$ cat src/rtl/tick_gen_multi.sv
// tick_gen_multi
//   Multi-channel programmable tick / clock-enable generator. Every channel
//   divides clk by its own runtime-programmable divisor. It produces a
//   one-cycle tick strobe per period and a 50 % square wave with a period of
//   2 x divisor. A new divisor is staged in a shadow register and only becomes
//   active at the channel's next terminal count, so no period is ever cut
//   short.
//
// Ports
//   clk       in   system clock, rising edge
//   reset     in   asynchronous, active-low reset
//   div_wr    in   divisor write strobe (one cycle)
//   div_sel   in   channel addressed by div_wr; values >= CHANNELS are ignored
//   div_data  in   new divisor, period in clk cycles (0 behaves as 1)
//   sync_clr  in   synchronous restart of all channels
//   tick      out  per-channel one-cycle strobe (held high when divisor is 1)
//   sq        out  per-channel square wave, toggles with every tick
//   wr_pend   out  per-channel flag: shadow divisor loaded, not yet active
module tick_gen_multi #(
    parameter int CHANNELS    = 4,
    parameter int CNT_W       = 26,
    parameter int SEL_W       = 2,
    parameter int DEFAULT_DIV = 50_000_000
) (
    input  logic                clk,
    input  logic                reset,
    input  logic                div_wr,
    input  logic [SEL_W-1:0]    div_sel,
    input  logic [CNT_W-1:0]    div_data,
    input  logic                sync_clr,
    output logic [CHANNELS-1:0] tick,
    output logic [CHANNELS-1:0] sq,
    output logic [CHANNELS-1:0] wr_pend
);

    localparam logic [CNT_W-1:0] DIV_RST = CNT_W'(DEFAULT_DIV);
    localparam logic [CNT_W-1:0] ONE     = CNT_W'(1);

    genvar g;
    generate
        for (g = 0; g < CHANNELS; g++) begin : g_ch
            logic [CNT_W-1:0] cnt;
            logic [CNT_W-1:0] cnt_nxt;
            logic [CNT_W-1:0] div_act;
            logic [CNT_W-1:0] act_nxt;
            logic [CNT_W-1:0] div_shd;
            logic [CNT_W-1:0] shd_nxt;
            logic [CNT_W-1:0] eff;
            logic             pend;
            logic             pend_nxt;
            logic             tick_q;
            logic             tick_nxt;
            logic             sq_q;
            logic             sq_nxt;
            logic             wr_hit;
            logic             term;

            // Zero-extending compare: a select beyond the channel count
            // matches no channel, so such writes are dropped.
            assign wr_hit = div_wr && (int'(div_sel) == g);

            // A divisor of 0 runs at the fastest rate, same as 1.
            assign eff  = (div_act == '0) ? ONE : div_act;

            // The counter never exceeds eff-1: the active divisor only changes
            // when cnt is 0 (swap at terminal count or restart).
            assign term = (cnt == (eff - ONE));

            always_comb begin
                cnt_nxt  = cnt;
                act_nxt  = div_act;
                shd_nxt  = div_shd;
                pend_nxt = pend;
                tick_nxt = tick_q;
                sq_nxt   = sq_q;

                if (sync_clr) begin
                    cnt_nxt  = '0;
                    tick_nxt = 1'b0;
                    sq_nxt   = 1'b0;
                    pend_nxt = 1'b0;
                    // A write coinciding with the restart bypasses the shadow
                    // and becomes active immediately.
                    if (wr_hit) begin
                        act_nxt = div_data;
                        shd_nxt = div_data;
                    end else begin
                        act_nxt = div_shd;
                    end
                end else begin
                    if (term) begin
                        cnt_nxt  = '0;
                        tick_nxt = 1'b1;
                        sq_nxt   = ~sq_q;
                        if (pend) begin
                            act_nxt  = div_shd;
                            pend_nxt = 1'b0;
                        end
                    end else begin
                        cnt_nxt  = cnt + ONE;
                        tick_nxt = 1'b0;
                    end

                    // Evaluated after the swap so that a write landing on the
                    // terminal edge keeps pend set; the swap above already took
                    // the old shadow value.
                    if (wr_hit) begin
                        shd_nxt  = div_data;
                        pend_nxt = 1'b1;
                    end
                end
            end

            always_ff @(posedge clk or negedge reset) begin
                if (!reset) begin
                    cnt     <= '0;
                    div_act <= DIV_RST;
                    div_shd <= DIV_RST;
                    pend    <= 1'b0;
                    tick_q  <= 1'b0;
                    sq_q    <= 1'b0;
                end else begin
                    cnt     <= cnt_nxt;
                    div_act <= act_nxt;
                    div_shd <= shd_nxt;
                    pend    <= pend_nxt;
                    tick_q  <= tick_nxt;
                    sq_q    <= sq_nxt;
                end
            end

            assign tick[g]    = tick_q;
            assign sq[g]      = sq_q;
            assign wr_pend[g] = pend;
        end
    endgenerate

endmodule

$ cat config.mk
export PLATFORM = sky130hd
export DESIGN_NAME = tick_gen_multi
export DESIGN_NICKNAME = d
export VERILOG_FILES = /design/src/rtl/tick_gen_multi.sv
export SDC_FILE = /design/constraint.sdc
export NUM_CORES = 1
export LEC_CHECK = 0
export CAP_MARGIN = 20
export CORE_UTILIZATION = 40
export DETAILED_ROUTE_END_ITERATION = 8
export PLACE_DENSITY = 0.53
export REMOVE_ABC_BUFFERS = 1
export SKIP_CTS_REPAIR_TIMING = 1
export SLEW_MARGIN = 20
export SYNTH_ARGS = -nofsm -noshare
export SYNTH_HDL_FRONTEND = slang
export SYNTH_SLANG_ARGS = --single-unit
$ cat constraint.sdc
create_clock -name clk -period 8.5 [get_ports clk]
set_input_delay 0.85 -clock clk [delete_from_list [all_inputs] [get_ports clk]]
set_output_delay 0.85 -clock clk [all_outputs]
set_load 0.1 [all_outputs]
Yosys cells after proc, flatten, opt, wreduce, memory -nomap -nowiden
Index checks and enable logic that the tools add are counted.

Mux-type cells: 56. Equal/unequal tests: 7. Bitwise logic cells: 4. Add/subtract/negate cells: 8. Reduce and logical (&&, ||, !) cells: 25.

Operator list (number): $mux W26 (28); $add A26 B1 Y26 const B (4); $eq A26 B26 Y1 (4); $logic_not A26 Y1 (4); $sub A26 B1 Y26 const B (4); $mux W1 (28); $reduce_bool A2 Y1 (8); $reduce_bool A3 Y1 (4); $reduce_and A2 Y1 (4); $eq A2 B2 Y1 const B (2); $logic_and A1 B1 Y1 (4); $not A1 Y1 (4); $eq A2 B1 Y1 const B (1); $logic_not A2 Y1 (1).

Register bits: 324. Output and inout bits: 12. Logic and storage cells: 124. Input port bits: 32.

Logic depth before layout (Yosys ltp)
Depth in word-level cells: 7. Gate-level depth with buffers: 19. Depth with buffers taken out: 14.

Worst setup path after synthesis
Ideal clock, no wire load.

Path kind: register to register. From: register g_ch[3].div_act[16]. To: register g_ch[3].div_act[10]. Data arrival time: 4340 ps. Stages on the path, launching flop included: 19. Required time: 8363 ps. Clock period less this slack: 4476 ps. Setup time: 137 ps. Slack: 4024 ps. Buffers on the path: 4. Cell sequence: dfrtp_1 or4_1 buf_2 or4b_1 nor3_1 nor2_1 ha_1 or3b_2 clkbuf_1 nor4_1 nor4_1 nand4b_1 nor4_1 nand4_1 nor4b_1 buf_2 buf_4 mux2i_1 a21oi_1.

Word-level cells in the longest chain between the ends: 6.

Ends and longest elaborated chain: from (decl) (line 44) `logic [CNT_W-1:0] div_act;`; from (signal assigned) (line 124) `div_act <= act_nxt;`; $logic_not A26 Y1 (line 63) `assign eff = (div_act == '0) ? ONE : div_act;`; $mux W26 * (line 63); $sub A26 B1 Y26 * (line 67) `assign term = (cnt == (eff - ONE));`; $eq A26 B26 Y1 * (line 67); $reduce_bool A2 Y1 (no line) *; $reduce_and A2 Y1 (no line) *.

Every way passes the cells marked *; elsewhere a longest branch is shown, timed or not. A chain may end at the register's enable or synchronous reset.

Worst setup path in the final report
From: register g_ch[3].div_act[8]. To: register g_ch[3].cnt[18].

Word-level cells in the longest chain between the ends: 6.

Ends and longest elaborated chain: $logic_not A26 Y1 (line 63); $mux W26 * (line 63); $sub A26 B1 Y26 * (line 67); $eq A26 B26 Y1 * (line 67); $mux W26 * (line 91) `if (term) begin`; $mux W26 * (line 77) `if (sync_clr) begin`; net g_ch[3].cnt_nxt[18] (line 43) `logic [CNT_W-1:0] cnt_nxt;`; to (signal assigned) (line 123) `cnt <= cnt_nxt;`; to (decl) (line 42) `logic [CNT_W-1:0] cnt;`.

The timed path passes the listed nets; every way through them passes the cells marked *.

==> results.cfg <==
[outcome]
outcome = complete, no violations

[logic_synthesis]
synth.avg_cell_area_um2 = 10.32
ys_ff_latch = 324
synth_edf_count = 0
synthesis.instances = 1774
ys.flop_type = dfrtp_1
seq_area_frac_synth = 0.4495
synth_area_mm2 = 0.01831
yosysWarnings = 0
synthArstFlopShare = 1.000
synth.distinct_cells = 80

[timing]
period_needed_ps = 5099
tightest_slew_ps = 1030
drv_slew = 0
final-hold-violation-count = 0
whs_ps = 277.0
tns_ps = 0
fin_skew_ps = 11.84
fin_crit_sh = 0.5999
relSlewSlack = 0.3071
finalSetupViolCount = 0
rsz0062_at_grt = no
max_freq_mhz = 196.1

[clock_network]
cts-root-buf = clkbuf_16
clock-sinks = 324
cts_tree = done
clock_insertion_delay_worst_skew_ps = 560
clk_pin_slew_ps = 60
cts_buffers = 39
cts_max_path_buffers = 3
htreeDepth = 2

[worst_setup_path]
critPathLaunchType = register
cpPeakStageDelay_ps = 920
cp_max_fo = 25
crit_arrival_ps = 5510
timing_worst_setup_path_type = reg -> reg
cp_common_cell = nor4_1
cp_cell_sequence = nor4_1 > nand3_1 > nor3_1 > nor2_1 > ha_1 > or3b_2 > nor4_1 > nor4_1 > nand3_1 > nor3_1 > nand4_1 > or4b_1 > nand2_2 > nor2_1
slowest_stage = nor4_1
end_kind = register
critical_path_required_ps = 8910
worst_r2r_path_depth = 14

[pwr]
leakagePower_nw = 8.194
ir_drop_mv = 0.1020
pwr_density_cell_mw_per_mm2 = 217.1

[global_routing]
grt_usage = 0.2014
grt_pass1_wl_um = 74550
grt_overflow = 0
antenna_found_initial = 0
grt_max_degree = 86
first_global_vias = 13010

[final_layout]
fin_nets = 1813
area_growth_pct = 11.05
drive_gt1_frac = 0.1891
antennaDiodeCount = 0
fillerInstances = 4292

[routing]
drt-initial-drc-count = 744
drc = 0
drt-pass1-iter-count = 5
num_vias = 13150
ant_nets = 0
avgViaCountPerCell = 5.472
drt_wl_total_um = 46110
wl_per_cell_um = 19.19

[floorplan]
pin_count = 44
die-area_mm2 = 0.04662
die_w_um = 215.9
start_util = 0.4042
core_area_mm2 = 0.04528
rows = 78
chipHeight_um = 215.9

[place]
dp_hpwl_um = 31850
gp_congestion = 0.8611
io_buffers = 43

[min_path]
hold_class = in -> async

[run]
maxCapViolCount = 0
cell usage in the layout (no fill, tap or decap), types with 15 or more instances in the layout:
cell type	instances
dfrtp_1	228
nor2_1	210
xnor2_1	118
mux2_2	108
xor2_1	106
mux2i_1	100
dfstp_2	96
nand2_1	66
nand3_1	55
a21oi_1	55
nor3_1	49
inv_1	47
clkbuf_16	42
clkdlybuf4s50_1	41
nand4_1	34
and3_1	34
nor3b_1	33
nor4_1	32
nor2b_1	32
a221o_1	26
or2_2	22
o221a_2	19
or4_1	18
o21ai_0	17
buf_4	16
clkbuf_1	15
Yosys cell counts (all sizes together) (18+ instances only):
master,count,share of area
dfrtp,228,0.31
nor2,210,0.043
xnor2,118,0.056
mux2,109,0.067
xor2,106,0.051
mux2i,100,0.055
dfstp,96,0.14
nand2,69,0.015
clkbuf,61,0.014
a21oi,55,0.015
nand3,55,0.015
nor3,49,0.013
inv,47,0.0096
buf,39,0.016
nor4,35,0.013
and3,34,0.012
nand4,34,0.012
nor3b,34,0.014
nor2b,32,0.011
a221o,26,0.014
or2,22,0.0075
o221a,19,0.012
or4,19,0.0080
o21ai,18,0.0055
stage by stage:
stage / total power, W / instance area [um2] / instances / util / setup WS, ps
2_1_floorplan: 0.002528 / 17760 / 1674 / - / 719.8
3_3_place_gp: 0.002777 / 19080 / 2332 / 0.4213 / 3512
3_5_place_dp: 0.002798 / 19080 / 2332 / 0.4213 / 3473
4_1_cts: 0.004470 / 20330 / 2403 / 0.4489 / 3451
5_1_grt: 0.004643 / 20330 / 2403 / 0.4489 / 2905
6_report: 0.004413 / 20330 / 2403 / 0.4489 / 3401
report_power, final:
part | switching (W) | internal [W] | total [W]
sequential | 0.000225 | 0.00180 | 0.00203
clock | 0.000665 | 0.000974 | 0.00164
combinational | 0.000384 | 0.000360 | 0.000744
final timing paths:
path,slack (ps),end,startpoint
worst max-delay path,3400,g_ch[3].cnt[18]$_DFF_PN0_,g_ch[3].div_act[8]$_DFFE_PN0P_
worst min-delay path,280,g_ch[3].cnt[4]$_DFF_PN0_,reset
worst max register to register,3400,g_ch[3].cnt[18]$_DFF_PN0_,g_ch[3].div_act[8]$_DFFE_PN0P_
worst min register to register,460,g_ch[2].div_act[13]$_DFFE_PN1P_,g_ch[2].div_shd[13]$_DFF_PN1_
max in group asynchronous,6770,g_ch[0].cnt[21]$_DFF_PN0_,reset
min in group clk,460,g_ch[2].div_act[13]$_DFFE_PN1P_,g_ch[2].div_shd[13]$_DFF_PN1_
critical path, delay by kind of cell (launching register included):
family | cells | cell delay (ps)
simple gates | 13 | 4240
flops | 1 | 470
fa+ha+maj | 1 | 230
kinds of logic (layout without fill, tap and decap cells):
family / after synthesis / count (layout) / synth area share
flip-flops: 324 / 324 / 0.4495
XOR/XNOR: 224 / 224 / 0.1072
buffers and inverters: 148 / 177 / 0.03951
adder cells (fa/ha/maj): 8 / 8 / 0.005468
multiplexers: 209 / 209 / 0.1219
AO/OA/AOI/OAI: 201 / 201 / 0.08312
AND/OR/NAND/NOR: 660 / 660 / 0.1933
layout make-up:
| type | count | area (um2) | area share |
|---|---|---|---|
| Clock buffer | 65 | 1217 | 0.05989 |
| Clock inverter | 6 | 32.53 | 0.001600 |
| Inverter | 48 | 180.2 | 0.008863 |
| Multi-Input combinational cell | 1302 | 9374 | 0.4611 |
| Sequential cell | 324 | 8228 | 0.4048 |
| Tap cell | 600 | 750.7 | 0.03693 |
| Timing Repair Buffer | 58 | 545.5 | 0.02684 |
sequential cells by signal (all words and copies together) (netlist names):
name,cells
g_ch.cnt,104
g_ch.tick_q,4
g_ch.div_act,104
g_ch.div_shd,104
g_ch.sq_q,4
g_ch.pend,4
routing by layer:
| layer | share of wire | GRT usage |
|---|---|---|
| met1 | 0.49 | 0.2887 |
| met2 | 0.45 | 0.3166 |
| met3 | 0.034 | 0.02354 |
| met4 | 0.025 | 0.06432 |
| met5 | 0 | 0 |
Note: power is estimated with default switching activity, not from simulation.
